## src/rtl/bitgen_pkg.sv

```systemverilog
// Shared types and constants for the serial bit stream generator.
package bitgen_pkg;

   localparam int unsigned BYTE_W      = 8;
   localparam int unsigned PRBS_W      = 7;
   localparam int unsigned MIN_PERIOD  = 2;
   localparam int unsigned PRBS7_TAP_A = 6;
   localparam int unsigned PRBS7_TAP_B = 5;

   localparam logic [PRBS_W-1:0] PRBS7_SEED = 7'h7F;

   typedef enum logic [1:0] {
      IDLE     = 2'd0,
      PREAMBLE = 2'd1,
      DATA     = 2'd2
   } state_t;

   // One PRBS7 step, x^7 + x^6 + 1, shifting toward the msb.
   function automatic logic [PRBS_W-1:0] prbs7_step(input logic [PRBS_W-1:0] s);
      return {s[PRBS_W-2:0], s[PRBS7_TAP_A] ^ s[PRBS7_TAP_B]};
   endfunction

endpackage

```

## src/rtl/bit_stream_gen_if.sv

```systemverilog
// Byte handshake between a byte source and the serial transmitter.
interface bit_stream_gen_if;
   import bitgen_pkg::*;

   logic [BYTE_W-1:0] tx_data;
   logic              tx_valid;
   logic              tx_ready;

   modport master (output tx_data, output tx_valid, input tx_ready);
   modport slave  (input tx_data, input tx_valid, output tx_ready);
endinterface

```

## src/rtl/bit_stream_gen_bit_timer.sv

```systemverilog
// Bit period counter: period latch and clamp, end-of-bit strobe, reference clock.
module bit_timer
   import bitgen_pkg::*;
#(
   parameter int unsigned PERIOD_W = 16
) (
   input  logic                clk_200M,
   input  logic                rst_n,
   input  logic                enable,
   input  logic [PERIOD_W-1:0] bit_period,
   output logic                bit_strobe,
   output logic                bit_start,
   output logic                clk_ref
);

   localparam logic [PERIOD_W-1:0] P_MIN = PERIOD_W'(MIN_PERIOD);
   localparam logic [PERIOD_W-1:0] ONE   = PERIOD_W'(1);

   logic [PERIOD_W-1:0] cnt_q;
   logic [PERIOD_W-1:0] per_q;
   logic                running_q;
   logic [PERIOD_W-1:0] p_clamp;
   logic [PERIOD_W-1:0] per_n;
   logic [PERIOD_W-1:0] cnt_n;

   // A new bit begins on the first enabled cycle and after every strobe.
   assign bit_start = enable && (!running_q || bit_strobe);

   // Next counter value and the period that applies to it.
   always_comb begin
      p_clamp = (bit_period < P_MIN) ? P_MIN : bit_period;
      per_n   = per_q;
      cnt_n   = cnt_q + ONE;
      if (bit_start) begin
         per_n = p_clamp;
         cnt_n = '0;
      end
   end

   // Counter and registered decodes, aligned with the counter value they describe.
   always_ff @(posedge clk_200M or negedge rst_n) begin
      if (!rst_n) begin
         cnt_q      <= '0;
         per_q      <= P_MIN;
         running_q  <= 1'b0;
         bit_strobe <= 1'b0;
         clk_ref    <= 1'b0;
      end else if (!enable) begin
         cnt_q      <= '0;
         running_q  <= 1'b0;
         bit_strobe <= 1'b0;
         clk_ref    <= 1'b0;
      end else begin
         cnt_q      <= cnt_n;
         per_q      <= per_n;
         running_q  <= 1'b1;
         bit_strobe <= (cnt_n == (per_n - ONE));
         clk_ref    <= (cnt_n < (per_n >> 1));
      end
   end

endmodule

```

## src/rtl/bit_stream_gen.sv

```systemverilog
// Serial NRZ transmitter: preamble-framed bytes, PRBS7 idle fill, reference bit clock.
module bit_stream_gen
   import bitgen_pkg::*;
#(
   parameter int unsigned PERIOD_W      = 16,
   parameter int unsigned PREAMBLE_BITS = 16,
   parameter int unsigned IDLE_PRBS     = 1
) (
   input  logic                clk_200M,
   input  logic                rst_n,
   input  logic                enable,
   input  logic [PERIOD_W-1:0] bit_period,
   bit_stream_gen_if.slave     tx,
   output logic                signal_out,
   output logic                clk_ref,
   output logic                bit_strobe,
   output logic                busy
);

   localparam int unsigned     PRE_W    = $clog2(PREAMBLE_BITS);
   localparam logic [PRE_W-1:0] PRE_LAST = PRE_W'(PREAMBLE_BITS - 1);
   localparam bit              USE_PRBS = (IDLE_PRBS != 0);

   state_t              state_q, state_n;
   logic [2:0]          bit_idx_q, bit_idx_n;
   logic [PRE_W-1:0]    pre_idx_q, pre_idx_n, pre_inc;
   logic [BYTE_W-1:0]   shreg_q, shreg_n;
   logic [PRBS_W-1:0]   prbs_q, prbs_n;
   logic                sig_n;
   logic                bit_start;
   logic                xfer;

   bit_timer #(.PERIOD_W(PERIOD_W)) u_bit_timer (
      .clk_200M   (clk_200M),
      .rst_n      (rst_n),
      .enable     (enable),
      .bit_period (bit_period),
      .bit_strobe (bit_strobe),
      .bit_start  (bit_start),
      .clk_ref    (clk_ref)
   );

   // Bytes are only taken on the last cycle of an idle bit or of data bit 7.
   assign tx.tx_ready = enable && bit_strobe &&
                        ((state_q == IDLE) || ((state_q == DATA) && (bit_idx_q == 3'd7)));
   assign xfer = tx.tx_valid && tx.tx_ready;
   assign pre_inc = pre_idx_q + PRE_W'(1);

   // Next state and next line bit, evaluated at each bit boundary.
   always_comb begin
      state_n   = state_q;
      bit_idx_n = bit_idx_q;
      pre_idx_n = pre_idx_q;
      shreg_n   = shreg_q;
      prbs_n    = prbs_q;
      sig_n     = signal_out;
      if (!enable) begin
         state_n   = IDLE;
         bit_idx_n = 3'd0;
         pre_idx_n = '0;
         sig_n     = 1'b0;
      end else if (bit_start) begin
         case (state_q)
            IDLE: begin
               if (xfer) begin
                  state_n   = PREAMBLE;
                  pre_idx_n = '0;
                  shreg_n   = tx.tx_data;
                  sig_n     = 1'b1;
               end else begin
                  sig_n = USE_PRBS ? prbs_q[PRBS_W-1] : 1'b0;
                  if (USE_PRBS) prbs_n = prbs7_step(prbs_q);
               end
            end
            PREAMBLE: begin
               if (pre_idx_q == PRE_LAST) begin
                  state_n   = DATA;
                  bit_idx_n = 3'd0;
                  sig_n     = shreg_q[BYTE_W-1];
                  shreg_n   = {shreg_q[BYTE_W-2:0], 1'b0};
               end else begin
                  pre_idx_n = pre_inc;
                  sig_n     = ~pre_inc[0];
               end
            end
            DATA: begin
               if (bit_idx_q == 3'd7) begin
                  bit_idx_n = 3'd0;
                  if (xfer) begin
                     sig_n   = tx.tx_data[BYTE_W-1];
                     shreg_n = {tx.tx_data[BYTE_W-2:0], 1'b0};
                  end else begin
                     state_n = IDLE;
                     sig_n   = USE_PRBS ? prbs_q[PRBS_W-1] : 1'b0;
                     if (USE_PRBS) prbs_n = prbs7_step(prbs_q);
                  end
               end else begin
                  bit_idx_n = bit_idx_q + 3'd1;
                  sig_n     = shreg_q[BYTE_W-1];
                  shreg_n   = {shreg_q[BYTE_W-2:0], 1'b0};
               end
            end
            default: begin
               state_n = IDLE;
               sig_n   = 1'b0;
            end
         endcase
      end
   end

   // State, datapath and registered line outputs.
   always_ff @(posedge clk_200M or negedge rst_n) begin
      if (!rst_n) begin
         state_q    <= IDLE;
         bit_idx_q  <= 3'd0;
         pre_idx_q  <= '0;
         shreg_q    <= '0;
         prbs_q     <= PRBS7_SEED;
         signal_out <= 1'b0;
         busy       <= 1'b0;
      end else begin
         state_q    <= state_n;
         bit_idx_q  <= bit_idx_n;
         pre_idx_q  <= pre_idx_n;
         shreg_q    <= shreg_n;
         prbs_q     <= prbs_n;
         signal_out <= sig_n;
         busy       <= (state_n != IDLE);
      end
   end

endmodule

```

## src/flat_wrapper.sv

```systemverilog
// flat-port wrapper written by rule: the top's interface ports become plain ports
module bit_stream_gen_flat import bitgen_pkg::*;
#(
   parameter int unsigned PERIOD_W      = 16,
   parameter int unsigned PREAMBLE_BITS = 16,
   parameter int unsigned IDLE_PRBS     = 1
)
  (clk_200M, rst_n, enable, bit_period, signal_out, clk_ref, bit_strobe, busy, tx_tx_data, tx_tx_valid, tx_tx_ready);
  bit_stream_gen_if tx_i ();
  input  logic clk_200M;
  input  logic rst_n;
  input  logic enable;
  input  logic [PERIOD_W-1:0] bit_period;
  output logic signal_out;
  output logic clk_ref;
  output logic bit_strobe;
  output logic busy;
  input wire logic [$bits(tx_i.tx_data)-1:0] tx_tx_data;
  input wire logic [$bits(tx_i.tx_valid)-1:0] tx_tx_valid;
  output wire logic [$bits(tx_i.tx_ready)-1:0] tx_tx_ready;
  assign tx_i.tx_data = tx_tx_data;
  assign tx_i.tx_valid = tx_tx_valid;
  assign tx_tx_ready = tx_i.tx_ready;
  bit_stream_gen #(.PERIOD_W(PERIOD_W), .PREAMBLE_BITS(PREAMBLE_BITS), .IDLE_PRBS(IDLE_PRBS)) u_core (.clk_200M(clk_200M), .rst_n(rst_n), .enable(enable), .bit_period(bit_period), .tx(tx_i), .signal_out(signal_out), .clk_ref(clk_ref), .bit_strobe(bit_strobe), .busy(busy));
endmodule
```

## config.mk

```make
export PLATFORM = sky130hd
export DESIGN_NAME = bit_stream_gen_flat
export DESIGN_NICKNAME = d
export VERILOG_FILES = /design/src/rtl/bitgen_pkg.sv /design/src/rtl/bit_stream_gen_if.sv /design/src/rtl/bit_stream_gen_bit_timer.sv /design/src/rtl/bit_stream_gen.sv /design/src/flat_wrapper.sv
export SDC_FILE = /design/constraint.sdc
export NUM_CORES = 1
export LEC_CHECK = 0
export CORE_UTILIZATION = 60
export DETAILED_ROUTE_END_ITERATION = 10
export HOLD_SLACK_MARGIN = 0.02
export PLACE_DENSITY_LB_ADDON = 0.25
export SYNTH_ARGS = -nofsm -noshare
export SYNTH_HDL_FRONTEND = slang
export SYNTH_SLANG_ARGS = --single-unit
```

## constraint.sdc

```tcl
create_clock -name clk_200M -period 6.3 [get_ports clk_200M]
set_input_delay 1.89 -clock clk_200M [delete_from_list [all_inputs] [get_ports clk_200M]]
set_output_delay 1.89 -clock clk_200M [all_outputs]
set_load 0.01 [all_outputs]
```

==> Implementation_results.wiki <==
{| class="wikitable"
! Metric !! Value
|-
| Status || completed
|-
| Clock latency on the worst-skew pair || 0.35 ns
|-
| Final worst slack || 0.847 ns
|-
| Pwr dens || 228 mW/mm^2
|-
| Number of routed nets with antenna violations || 0
|-
| Buffers and inverters on the worst path || 2
|-
| Area growth from synthesis to layout || 13.8%
|-
| Setup bufs post-CTS || 0
|-
| Arrival @ worst endpoint || 3.56 ns
|-
| Area fraction in and, or, nand and nor cells after synthesis || 21.4%
|-
| Number of max-slew violations in the final report || 0
|-
| Hold-fix buffer count after cts || 0
|-
| Largest driver fanout on the critical path || 13
|-
| Sequential share of the synthesized area || 34.9%
|-
| Total power after layout || 1140 uW
|-
| Largest net degree at the start of global routing || 62
|-
| Clock Path Buffers || 2
|-
| Layout cell share with drive strength beyond 1 || 13.1%
|-
| DR DRC count || 0
|-
| Critical path startpoint || enable
|-
| Number of maximum-capacitance constraint violations || 0
|-
| Biggest cell delay along the critical path || 0.87 ns
|-
| Global-route wire length before repair || 18,500 um
|-
| Kind of critical path || in2out
|-
| Post-synthesis share of cell area spent on xor and xnor gates || 8.87%
|-
| Die Outline Area || 0.00769 sq mm
|-
| Top delay family on crit path || buffers and inverters
|-
| Compound-gate portion of the synthesized area || 16.1%
|-
| Avg Vias per Cell || 6.22
|-
| Transition time at the pin with the least slew margin || 1.03 ns
|-
| Hold Path Class || reg2reg
|-
| H-tree depth reported by CTS || 3
|-
| Startpoint type of the worst setup path || input pin
|-
| Share of power burned in combinational logic || 19.4%
|-
| Worst-case headroom to the max-slew limit || 31.1%
|-
| Crit. End Element || primary output
|-
| Beginning of the worst register-to-register path || u_core.u_bit_timer.bit_strobe
|-
| Clock tree from TritonCTS || built
|-
| Crit path capture || tx_tx_ready
|-
| 1st-iter DRT viols || 304
|-
| ANT cells || 0
|-
| Number of enable-type register cells in the synthesized netlist || 0
|-
| Count of cell instances traversed by the critical path || 4
|-
| HPWL after detailed placement || 8160 um
|-
| P_int || 821 uW
|-
| Clk root buf || sky130_fd_sc_hd__clkbuf_8
|-
| Proportion of synthesized flip-flops having asynchronous set or reset || 100%
|-
| Proportion of power drawn by the clock network || 38.4%
|-
| Worst hold-check slack || 0.498 ns
|-
| Count of cells resized by post-cts repair || 0
|-
| Count of distinct cell types in the synthesized netlist || 67
|-
| Hold Path Depth || 2
|-
| Final Critical Period || 5.45 ns
|-
| Number of synthesized register bits || 61
|-
| Clock slew at the register clock pins of the worst setup and hold paths || 0.07 ns
|-
| Port Buffer Count || 32
|-
| Placeable core area || 0.00694 sq mm
|-
| Final worst-path cycle share || 86.6%
|-
| Number of clock sinks || 61
|-
| Ys Warns || 0
|-
| Fraction of power consumed by sequential logic || 42.2%
|-
| Switching fraction of total power || 28.0%
|-
| Cell type of the slowest stage on the worst timing path || sky130_fd_sc_hd__clkdlybuf4s50_1
|-
| VDD IR-drop max || 0.000175 V
|-
| Commonest non-fill, non-tap cells in the layout || 53 x sky130_fd_sc_hd__dfrtp_1, 44 x sky130_fd_sc_hd__nand2_1, 40 x sky130_fd_sc_hd__nor2_1
|-
| Post-Syn Area per Cell || 9.25 sq um
|-
| Fraction of the mapped netlist area in adder cells || 6.54%
|-
| Final setup viols || 0
|-
| Wire length reported by the detailed router || 11,300 um
|-
| Worst-case register-to-register setup slack || 2.46 ns
|-
| Initial cell density of the core || 63.4%
|-
| CP cell instances || clkdlybuf4s50_1, nand2_1, nor2_1, clkdlybuf4s50_1
|-
| Most repeated library cell on the critical path || sky130_fd_sc_hd__clkdlybuf4s50_1
|-
| Via count of the first global-routing pass || 3,777
|-
| Netlist Area Pre-Place || 0.00440 sq mm
|-
| Detailed Routing Iterations Pass 1 || 5
|-
| Top_reg_cell synth || sky130_fd_sc_hd__dfrtp_1
|-
| Post-synth net total || 527
|-
| Mapped Cells || 476
|-
| Global router's overall resource usage || 32.1%
|-
| Worst-case clock skew || 0.00936 ns
|-
| Mux contribution to synthesized area || 6.91%
|-
| Capture point of the worst reg-to-reg path || u_core.u_bit_timer.bit_strobe
|-
| Reported net switching power || 319 uW
|-
| Pre-CTS WS || 0.724 ns
|-
| Last weighted congestion value of the routability-driven placer || 0.911
|-
| # IOs || 33
|-
| Die outline width || 87.7 um
|-
| LEAKAGE || 0.00221 uW
|-
| Data required time of the worst path || 4.41 ns
|-
| Largest family of logic cells by synthesized area || simple AND/OR/NAND/NOR gates
|-
| Antenna violations before repair || 0
|-
| Commonest non-fill, non-tap cell in the layout || sky130_fd_sc_hd__dfrtp_1
|-
| Overall via count from detail_route || 3,772
|-
| Highest clock rate || 183 MHz
|-
| Number of inserted filler cells in the final layout || 538
|-
| WL per Instance || 18.7 um
|-
| Number of buffers inserted during clock tree synthesis || 9
|-
| Placement row count || 30
|-
| RSZ-0062 raised after global routing || false
|-
| R2R cell count || 12
|-
| Final Net Count || 556
|-
| Fin Setup TNS || 0 ns
|-
| Overflow left after global routing || 0
|-
| Endpoints failing hold || 0
|-
| Die Ht || 87.7 um
|}
==> tightest hold or removal path, stage by stage, from the launching register on <==
cell	delay (ns)
sky130_fd_sc_hd__dfstp_2	0.38
sky130_fd_sc_hd__nand2_1	0.05
sky130_fd_sc_hd__nand2_1	0.06
==> metrics by stage <==
stage / utilization (%) / cell area (sq um) / cells
4_1_cts: 72.2 / 5010 / 606
3_5_place_dp: 68.6 / 4770 / 590
2_1_floorplan: - / 4400 / 476
6_report: 72.2 / 5010 / 606
3_3_place_gp: 68.6 / 4770 / 590
5_1_grt: 72.2 / 5010 / 606
==> cells in the mapped netlist, drive strengths merged (12+ instances only) <==
library cell  number  area share, %
dfrtp             53             30
nor3              17            2.2
clkbuf            12            1.0
mux2i             12            2.8
nor2              41            3.6
a21oi             20            2.4
inv               29            2.5
mux2              16            4.1
xnor2             20            4.0
ha                23            6.5
nand2             45            3.9
nand3             12            1.5
o21ai             36            4.1
==> state kept, by name (all words and copies together) (netlist names) <==
name                           count
u_core.shreg_q                     8
u_core.u_bit_timer.per_q          16
u_core.u_bit_timer.bit_strobe      1
u_core.u_bit_timer.clk_ref         1
u_core.signal_out                  1
u_core.busy                        1
u_core.state_q                     2
u_core.prbs_q                      7
u_core.u_bit_timer.running_q       1
u_core.pre_idx_q                   4
u_core.bit_idx_q                   3
u_core.u_bit_timer.cnt_q          16
==> how the worst min path moves through the flow <==
stage / start / end / slack, ns
2_1_floorplan: u_core.shreg_q[7] / u_core.shreg_q[7] / 0.47
3_3_place_gp: u_core.shreg_q[6] / u_core.shreg_q[6] / 0.48
3_5_place_dp: u_core.u_bit_timer.per_q[1] / u_core.u_bit_timer.per_q[1] / 0.49
4_1_cts: u_core.u_bit_timer.per_q[1] / u_core.u_bit_timer.per_q[1] / 0.50
5_1_grt: u_core.u_bit_timer.per_q[1] / u_core.u_bit_timer.per_q[1] / 0.52
6_report: u_core.u_bit_timer.per_q[1] / u_core.u_bit_timer.per_q[1] / 0.50
==> layout make-up <==
cell class                 instances  area (sq um)  share of cell area (%)
multi-input combinational        365          2630                    52.5
sequential                        61          1540                    30.7
timing repair buffer              39           368                    7.34
clock buffer                       9           124                    2.47
clock inverter                     7           121                    2.42
tap                               96           120                    2.40
inverter                          29           109                    2.17
==> power groups by stage <==
stage	Sequential, uW	Combinational, uW	Clock [uW]
after floorplan	476	153	0
after global placement	484	211	0
after detailed placement	489	219	0
after CTS	481	221	443
after global routing	487	241	459
final	482	221	437
==> routing by layer <==
metal	part of all wire (%)	global-route usage (%)
met4	1.7	11.6
met1	44	42.2
met2	49	54.3
met3	5.8	4.52
met5	0	0
==> kinds of logic after synthesis <==
logic type	Yosys count
compound gates	107
xor+xnor	32
fa+ha+maj	23
buf+inv	50
flops	61
mux	28
simple gates	175
Note: power is estimated with default switching activity, not from simulation.
